**config.mk**
```make
export PLATFORM = sky130hd
export DESIGN_NAME = truth_table_sweeper
export DESIGN_NICKNAME = d
export VERILOG_FILES = /design/src/rtl/tt_sweep_pkg.sv /design/src/rtl/tt_settle_timer.sv /design/src/rtl/truth_table_sweeper.sv
export SDC_FILE = /design/constraint.sdc
export NUM_CORES = 1
export LEC_CHECK = 0
export ABC_AREA = 1
export BUFFER_PORTS_ARGS = -buffer_cell sky130_fd_sc_hd__buf_2
export CORE_MARGIN = 10
export CORE_UTILIZATION = 40
export CTS_BUF_LIST = sky130_fd_sc_hd__clkbuf_8
export CTS_CLUSTER_DIAMETER = 40
export DETAILED_ROUTE_END_ITERATION = 16
export PLACE_DENSITY = 0.62
export SETUP_SLACK_MARGIN = 0.1
export SYNTH_ARGS = -nofsm -noshare
export SYNTH_HDL_FRONTEND = slang
export SYNTH_SLANG_ARGS = --single-unit
export TNS_END_PERCENT = 1
```
**constraint.sdc**
```tcl
create_clock -name clk -period 4.4 [get_ports clk]
set_input_delay 0.66 -clock clk [delete_from_list [all_inputs] [get_ports clk]]
set_output_delay 0.66 -clock clk [all_outputs]
set_load 0.03 [all_outputs]
```
**src/rtl/tt_sweep_pkg.sv**
```systemverilog
// Shared types and sizes for the truth-table sweeper.
package tt_sweep_pkg;

    localparam int ROWS  = 8;
    localparam int ROW_W = 3;
    localparam int CNT_W = 8;

    typedef enum logic [1:0] {
        IDLE   = 2'd0,
        SETTLE = 2'd1,
        SAMPLE = 2'd2,
        DONE   = 2'd3
    } state_e;

endpackage

```
**src/rtl/tt_settle_timer.sv**
```systemverilog
// Settle-time down-counter: load sets the count, then it counts down to zero
// and holds there. expired is high whenever the count is zero.
module tt_settle_timer
    import tt_sweep_pkg::*;
(
    input  logic             clk,
    input  logic             rst_n,
    input  logic             load,
    input  logic [CNT_W-1:0] value,
    output logic             expired
);

    logic [CNT_W-1:0] cnt_q;
    logic [CNT_W-1:0] cnt_d;

    // Load wins over counting; the count saturates at zero.
    always_comb begin
        cnt_d = cnt_q;
        if (load) begin
            cnt_d = value;
        end else if (cnt_q != '0) begin
            cnt_d = cnt_q - CNT_W'(1);
        end
    end

    // Count register.
    always_ff @(posedge clk or negedge rst_n) begin
        if (!rst_n) begin
            cnt_q <= '0;
        end else begin
            cnt_q <= cnt_d;
        end
    end

    assign expired = (cnt_q == '0);

endmodule

```
**src/rtl/truth_table_sweeper.sv**
```systemverilog
// Drives all eight input rows of a 3-input gate, holds each row for a settle
// time, samples the gate output into an 8-bit truth-table code (row 000 lands
// in bit 7) and compares the code with a reference latched at start.
//
// Handshake: start is a request that is only looked at in IDLE; the cycle it
// is seen there is the acceptance. busy is then high for the whole sweep
// (SETTLE/SAMPLE), followed by exactly one cycle of done (DONE state, busy
// low). start during busy or during the done cycle has no effect.
module truth_table_sweeper
    import tt_sweep_pkg::*;
#(
    parameter int SETTLE_CYCLES = 4
) (
    input  logic       clk,
    input  logic       rst_n,
    input  logic       start,
    input  logic       dut_out,
    input  logic [7:0] expected,
    output logic       in1,
    output logic       in2,
    output logic       in3,
    output logic       busy,
    output logic       done,
    output logic [7:0] code,
    output logic       match,
    output logic [1:0] dbg_state
);

    localparam logic [CNT_W-1:0] SETTLE_VAL = CNT_W'(SETTLE_CYCLES);
    localparam logic [ROW_W-1:0] LAST_ROW   = ROW_W'(ROWS - 1);

    state_e           state_q, state_d;
    logic [ROW_W-1:0] row_q, row_d;
    logic [7:0]       code_q, code_d;
    logic [7:0]       exp_q, exp_d;
    logic             match_q, match_d;
    logic             timer_load;
    logic             timer_expired;

    tt_settle_timer u_timer (
        .clk     (clk),
        .rst_n   (rst_n),
        .load    (timer_load),
        .value   (SETTLE_VAL),
        .expired (timer_expired)
    );

    // Next-state, row stepping and code capture.
    always_comb begin
        state_d    = state_q;
        row_d      = row_q;
        code_d     = code_q;
        exp_d      = exp_q;
        match_d    = match_q;
        timer_load = 1'b0;
        case (state_q)
            IDLE: begin
                if (start) begin
                    exp_d      = expected;
                    code_d     = '0;
                    match_d    = 1'b0;
                    row_d      = '0;
                    timer_load = 1'b1;
                    state_d    = SETTLE;
                end
            end
            SETTLE: begin
                if (timer_expired) begin
                    state_d = SAMPLE;
                end
            end
            SAMPLE: begin
                // ~row is 7-row for a 3-bit row index.
                code_d[~row_q] = dut_out;
                if (row_q != LAST_ROW) begin
                    row_d      = row_q + ROW_W'(1);
                    timer_load = 1'b1;
                    state_d    = SETTLE;
                end else begin
                    // Compare the completed code so match is valid with done.
                    match_d = (code_d == exp_q);
                    state_d = DONE;
                end
            end
            DONE: begin
                state_d = IDLE;
            end
            default: begin
                state_d = IDLE;
            end
        endcase
    end

    // State and datapath registers.
    always_ff @(posedge clk or negedge rst_n) begin
        if (!rst_n) begin
            state_q <= IDLE;
            row_q   <= '0;
            code_q  <= '0;
            exp_q   <= '0;
            match_q <= 1'b0;
        end else begin
            state_q <= state_d;
            row_q   <= row_d;
            code_q  <= code_d;
            exp_q   <= exp_d;
            match_q <= match_d;
        end
    end

    // The row register drives the gate directly; it parks at 111 after a sweep.
    assign {in1, in2, in3} = row_q;
    assign busy      = (state_q == SETTLE) || (state_q == SAMPLE);
    assign done      = (state_q == DONE);
    assign code      = code_q;
    assign match     = match_q;
    assign dbg_state = state_q;

endmodule

```
==> impl_metrics.toml, run 1 <==
[cts]
cts_tree = "done"
clk_path_buf_depth = 2
postCtsHoldBufs = 0
cts_inserted_buffers = 5
cts_resized = 0
cts_max_level = 2
clockRootBuffer = "clkbuf_8"
cts_setup_buffers = 0
clk_pin_slew_ns = 0.06
clock_latency_ns = 0.28
cts.sinks = 30

[grt]
grt_pass1_wl_um = 6831
grt_use_met1_pct = 14.46
globalRouteMet3Util_pct = 3.371
antenna_found_initial = 0
grt_max_degree = 31
grt_pass1_vias = 1460
busiest_layer = "met2"
grt_usage_pct = 11.26
overflow = 0
met2_usage_pct = 16.99

[timing]
setup_viol = 0
worst_slew_pin_slew_ns = 0.6782
skew_ns = 0.004509
finalCritPeriodShare_pct = 43.79
fin_ws_ns = 2.473
min_period_ns = 1.927
fmax_mhz = 519.0
slew_viol_final = 0
max_slew_margin_pct = 54.79
setup_tns_ns = 0
rsz0062_at_grt = "false"
hold_viol = 0

[setup_path]
end_kind = "output port"
r2r_start = "row_q[0]"
r2r-end = "u_timer.cnt_q[1]"
r2r_slack_ns = 2.53
path_cells = "inv_1, ha_1, buf_2"
r2r_cells = 8
cp-start-kind = "flop"
crit_arrival_ns = 1.27
critPathMaxFanout = 6
slowest_stage = "dfrtp_1"
critPathMaxStageDelay_ns = 0.42
worst-setup-path-type = "reg2out"
required_ns = 3.74

[synthesis]
syn_area_mm2 = 0.001793
synthCells = 238
seq_area_frac_synth_pct = 41.87
syn_area_per_cell_um2 = 7.533
synth_seq_cells = 30
synthesis.nets = 259
ys_types = 28
yosys_warnings = 0

[floorplanning]
fp.coreArea_mm2 = 0.004354
die-height_um = 86.95
placement_rows = 24
num_io_pins = 28
die_area_mm2 = 0.007560
die_w_um = 86.95
initial_core_util_pct = 41.18

[cells_and_area]
multi_input_area_um2 = 847.1
seq_area_um2 = 750.7
final_common_cell = "nand2_1"
num_antenna_cells = 0
areaGrowthSynthToFinish_pct = 13.75
fin_nets = 288
utilization_pct = 46.84
final_cell_mix = "nand2_1, inv_1, nand3_1, dfrtp_1, buf_2"
fillCellCount = 431
layout-drive-gt1-share_pct = 16.85

[worst_hold_path]
hp-class = "in2async"

[place]
gp_congestion = 0.8112
dp_hpwl_um = 2993
dp_slack_ns = 2.561
portBuffers = 27

[route]
vias = 1546
wl_um = 3953
drt_iter0_drc = 62
wire_per_inst_um = 12.39
dr.pass1.iters = 4
drt.antenna.violating_nets = 0
via_per_inst = 4.846
route.detailed.drc = 0

[flow_run]
maxCapViolations = 0

[power]
power_density_mw_per_mm2 = 636.8
vdd_drop_max_uv = 308.6
leakage_nw = 1.129

[status]
outcome = "completed"
synthesized netlist by cell type:
master	count	area, um^2
nand2_1	52	195.2
inv_1	40	150.1
dfrtp_1	30	750.7
nand3_1	30	150.1
nor2_1	16	60.06
o21ai_0	14	70.07
ha_1	9	112.6
nand4_1	8	50.05
o21ai_1	8	40.04
o22ai_1	5	31.28
inv_2	4	15.01
buf_2	3	15.01
xor2_1	3	26.28
nand2_2	2	12.51
a21oi_1	1	5.000
a21oi_2	1	8.760
a31oi_1	1	6.260
and2_1	1	6.260
buf_6	1	11.26
clkbuf_1	1	3.750
nor2_2	1	6.260
nor2_4	1	11.26
nor3_1	1	5.000
nor3_4	1	16.27
o21a_1	1	7.510
o21bai_2	1	11.26
or2_2	1	6.260
or2_4	1	8.760
cells by family after synthesis:
logic type | share of synthesized area (%)
fa+ha+maj | 6.281
simple gates | 29.45
flops | 41.87
xor+xnor | 1.466
compound gates | 10.05
buf+inv | 10.89
metrics by stage:
step                      total power [mW]  instance area [um^2]  std cells  hold slack, ns
after floorplan                     0.9586                  1793        238          0.3644
after global placement               1.101                  1963        312          0.5305
after detailed placement             1.109                  1963        312          0.5397
after CTS                            1.314                  2039        319          0.4443
after global routing                 1.432                  2039        319          0.4760
final                                1.299                  2039        319          0.4236
power breakdown:
part	internal, mW	switching [mW]
clock network	0.104	0.0967
registers	0.371	0.0731
logic	0.212	0.442
how the worst max path moves through the flow:
stage,from,to,slack (ns),depth (start not counted)
2_1_floorplan,dbg_state[0],busy,2.60,2
3_3_place_gp,row_q[1],u_timer.cnt_q[0],2.64,8
3_5_place_dp,row_q[0],u_timer.cnt_q[1],2.56,8
4_1_cts,dbg_state[0],busy,2.45,3
5_1_grt,row_q[0],u_timer.cnt_q[6],2.36,8
6_report,dbg_state[0],busy,2.47,3
sequential cells by signal, indices dropped and copies added, names as in the netlist:
register and flops:
code 8, dbg_state 2, exp_q 8, match 1, row_q 3, u_timer.cnt_q 8
worst max-delay path, delay by kind of cell (launching register included):
kind	cells	cell delay [ns]
flip-flops	1	0.42
buffers and inverters	2	0.29
adder cells (fa/ha/maj)	1	0.29
metal layers:
metal,up-vias,share of wire [%]
li1,823,-
met1,679,48
met2,39,44
met3,5,6.3
met4,0,1.5
met5,-,0
layout make-up:
class                      instances  area share [%]
multi-input combinational        159           41.53
sequential                        30           36.81
inverter                          44           8.098
timing repair buffer              27           6.626
clock buffer                       5           3.374
tap                               52           3.190
clock inverter                     2          0.3681
Note: power is estimated with default switching activity, not from simulation.
==> run 2, diff against run 1 <==
Clock period 4.4 ns to 2 ns, I/O delays scaled along.
==> impl_metrics.toml, run 2 (synthesized netlist as in run 1, its figures left out) <==
[setup_path]
crit_arrival_ns = 1.87
worst-setup-path-type = "reg2reg"
end_kind = "flop"
slowest_stage = "dfrtp_1"
critPathMaxFanout = 18
critPathMaxStageDelay_ns = 0.42
cp-start-kind = "flop"
critPathTopFamily = "buffers and inverters"
required_ns = 2.16
critPathBufInv = 3
path_cells = "inv_1, ha_1, nand2_1, inv_2, a21oi_4, clkinvlp_4, nand3_1, o21ai_0"

[power]
p_comb_share_pct = 52.6
leakage_nw = 1.156
vdd_drop_max_uv = 806.7
power_frac_clock_pct = 15.9
switchingPower_mw = 1.394
switching_share_pct = 46.24
seqPwrFrac_pct = 31.4
power_density_mw_per_mm2 = 1424
p_int_mw = 1.621

[route]
drt_iter0_drc = 74
route.detailed.drc = 0
wire_per_inst_um = 12.63
wl_um = 4117
via_per_inst = 4.788
drt.antenna.violating_nets = 0
vias = 1561
dr.pass1.iters = 4

[cts]
postCtsHoldBufs = 0
cts_tree = "done"
clock_latency_ns = 0.28
cts.sinks = 30
clk_path_buf_depth = 2
clockRootBuffer = "clkbuf_8"
clk_pin_slew_ns = 0.06
cts_max_level = 2
cts_inserted_buffers = 5

[cells_and_area]
fillCellCount = 437
final_cell_mix = "nand2_1, inv_1, nand3_1, dfrtp_1, buf_2"
utilization_pct = 48.62
num_antenna_cells = 0
final_common_cell = "nand2_1"
stdcell_count = 326
layout-drive-gt1-share_pct = 20.07
areaGrowthSynthToFinish_pct = 18.07
fin_nets = 296

[floorplanning]
die-height_um = 86.95
die_w_um = 86.95
die_area_mm2 = 0.007560
placement_rows = 24
initial_core_util_pct = 41.18
num_io_pins = 28
fp.coreArea_mm2 = 0.004354

[timing]
finalCritPeriodShare_pct = 85.73
skew_ns = 0.006365
worst_slew_pin_slew_ns = 0.6816
setup_viol = 0
min_period_ns = 1.715
rsz0062_at_grt = "false"
max_slew_margin_pct = 54.56
fmax_mhz = 583.2
slew_viol_final = 0
hold_viol = 0
setup_tns_ns = 0

[place]
place_inst = 318
portBuffers = 27
dp_hpwl_um = 3116
gp_congestion = 0.7790

[grt]
met2_usage_pct = 17.46
globalRouteMet3Util_pct = 2.996
busiest_layer = "met2"
grt_pass1_vias = 1513
grt_usage_pct = 11.49
overflow = 0
antenna_found_initial = 0
grt_use_met1_pct = 14.61
grt_max_degree = 31
grt_pass1_wl_um = 6927

[worst_hold_path]
hp-class = "in2async"

[flow_run]
maxCapViolations = 0

[status]
outcome = "completed"
-- run 2: cell type report --
type | count | area (um^2) | share of cell area, %
repair buffers | 34 | 187.7 | 8.865
flip-flops and latches | 30 | 750.7 | 35.46
multi-input cells | 159 | 854.6 | 40.37
well taps | 52 | 65.06 | 3.073
inverters | 44 | 168.9 | 7.979
repair inverters | 1 | 7.507 | 0.3546
clock buffers | 6 | 82.58 | 3.901
-- run 2: path summary, 6_finish.rpt --
kind	startpoint	endpoint	slack [ns]	cells past startpoint
worst max-delay path	dbg_state[0]	row_q[0]	0.29	8
worst min-delay path	rst_n	u_timer.cnt_q[3]	0.06	1
worst max register to register	dbg_state[0]	row_q[0]	0.29	8
worst min register to register	code[1]	code[1]	0.55	2
max in group asynchronous	rst_n	u_timer.cnt_q[1]	1.49	1
min in group clk	expected[1]	exp_q[1]	0.22	3
-- run 2: stage by stage --
step	setup slack, ns	hold slack [ns]	cell area, um^2	power, mW
final	0.2853	0.05607	2117	3.014
after global routing	0.1051	0.1081	2117	3.329
after CTS	0.2681	0.09126	2091	2.990
after detailed placement	0.2817	0.3950	2008	2.495
after global placement	0.3605	0.3863	2008	2.474
after floorplan	0.2563	0.004409	1793	2.109
-- run 2: timing repair --
item                                    in CTS  in global routing
endpoints found under the setup margin       0                  3
gates resized for setup                      0                  3
setup buffers                                0                  1
-- run 2: power by group through the flow --
stage | logic (mW) | registers (mW) | clock network [mW]
2_1_floorplan | 1.05 | 1.05 | 0
3_3_place_gp | 1.52 | 0.953 | 0
3_5_place_dp | 1.54 | 0.954 | 0
4_1_cts | 1.54 | 0.948 | 0.497
5_1_grt | 1.82 | 0.980 | 0.526
6_report | 1.59 | 0.948 | 0.480
-- run 2: per-layer routing --
metal | share of wire (%) | vias up
li1 | - | 832
met1 | 52 | 697
met2 | 42 | 25
met3 | 4.2 | 7
met4 | 2.1 | 0
met5 | 0 | -
==> run 3, diff against run 2 <==
Settings changed: CORE_UTILIZATION 40 to 55, PLACE_DENSITY 0.62 to 0.8.
==> impl_metrics.toml, run 3 (synthesized netlist as in run 1, its figures left out) <==
[setup_path]
crit_arrival_ns = 1.95
critPathMaxFanout = 18
r2r_start = "dbg_state[1]"
r2r_cells = 8
r2r-end = "row_q[0]"
required_ns = 2.21
r2r_slack_ns = 0.26
worst-setup-path-type = "reg2reg"
cp-start-kind = "flop"
end_kind = "flop"
endpoint = "row_q[0]"
worstSetupStartpoint = "dbg_state[1]"

[timing]
min_period_ns = 1.743
fin_ws_ns = 0.2572
fin_hold_ws_ns = 0.04827
max_slew_margin_pct = 54.88
setup_tns_ns = 0
finalCritPeriodShare_pct = 87.14
rsz0062_at_grt = "true"
slew_viol_final = 0
fmax_mhz = 573.8
hold_viol = 0
skew_ns = 0.004852
worst_slew_pin_slew_ns = 0.6768
setup_viol = 0

[cts]
cts_tree = "done"
clock_latency_ns = 0.29
clk_path_buf_depth = 2
clockRootBuffer = "clkbuf_8"
cts_max_level = 2
clk_pin_slew_ns = 0.06
cts_inserted_buffers = 5
cts.sinks = 30
postCtsHoldBufs = 0

[cells_and_area]
fin_nets = 293
areaGrowthSynthToFinish_pct = 15.77
utilization_pct = 67.44
stdcell_area_mm2 = 0.002076
final_common_cell = "nand2_1"
stdcell_count = 315
final_cell_mix = "nand2_1, inv_1, nand3_1, dfrtp_1, buf_2"
layout-drive-gt1-share_pct = 19.19
num_antenna_cells = 0

[power]
leakage_nw = 1.152
vdd_drop_max_uv = 973.4
power_mw = 2.970
power_density_mw_per_mm2 = 1431

[grt]
grt_pass1_vias = 1488
grt_max_degree = 31
antenna_found_initial = 0
grt_pass1_wl_um = 6555
grt_usage_pct = 13.47
overflow = 0

[route]
dr_wl_met3_um = 276
vias = 1595
dr.pass1.iters = 4
drt_iter0_drc = 82
met1_length_um = 1954
drt.antenna.violating_nets = 0
met2_length_um = 1602
top_layer = "met4"
wl_um = 3947
wire_per_inst_um = 12.53
via_per_inst = 5.063
route.detailed.drc = 0

[floorplanning]
placement_rows = 20
die_w_um = 77.10
die-height_um = 77.10
die_area_mm2 = 0.005944
fp.coreArea_mm2 = 0.003078
initial_core_util_pct = 58.25
num_io_pins = 28

[place]
dpl_cell_area_mm2 = 0.001991
gp_congestion = 0.8506
portBuffers = 27
dp_slack_ns = 0.2107
dp_hpwl_um = 2891
place_inst = 309

[flow_run]
maxCapViolations = 0

[worst_hold_path]
hp-class = "in2async"

[status]
outcome = "completed"
-- run 3: cell types whose count changed in the layout (fill, tap and decap cells not counted), sizes merged --
cell / before / now
buf: 34 / 32
clkinvlp: 2 / 0
inv: 43 / 44
-- run 3: layout make-up --
| type | instances | area [um^2] |
|---|---|---|
| fill | 268 | 1002 |
| multi-input combinational | 159 | 849.6 |
| sequential | 30 | 750.7 |
| timing repair buffer | 32 | 172.7 |
| inverter | 44 | 165.2 |
| clock buffer | 6 | 82.58 |
| tap | 44 | 55.05 |
-- run 3: what timing repair did --
action	in CTS	in global routing
buffers inserted	0	0
setup endpoints to repair	0	7
gates resized for setup	0	1
-- run 3: report_power, final --
part / switching, mW / leakage [nW] / internal [mW]
logic: 1.04 / 0.717 / 0.504
registers: 0.124 / 0.392 / 0.817
clock network: 0.224 / 0.0431 / 0.265
-- run 3: layer usage --
metal | up-vias | global-route usage (%)
met1 | 704 | 17.42
met5 | - | 0
li1 | 833 | -
met3 | 13 | 3.963
met4 | 0 | 8.212
met2 | 45 | 19.14
-- run 3: worst min-delay path by stage --
stage | from | endpoint | depth (start not counted)
final | rst_n | u_timer.cnt_q[4] | 1
after global routing | rst_n | exp_q[6] | 1
after CTS | rst_n | exp_q[6] | 1
after detailed placement | rst_n | dbg_state[0] | 1
after global placement | rst_n | u_timer.cnt_q[3] | 1
after floorplan | rst_n | code[0] | 0
-- run 3: worst max-delay path, cell delays in order (launching register included) --
cell	delay, ns
dfrtp_1	0.42
inv_1	0.14
ha_1	0.19
nand2_1	0.06
inv_2	0.24
a21oi_2	0.09
inv_1	0.30
nand3_1	0.12
o21ai_0	0.09
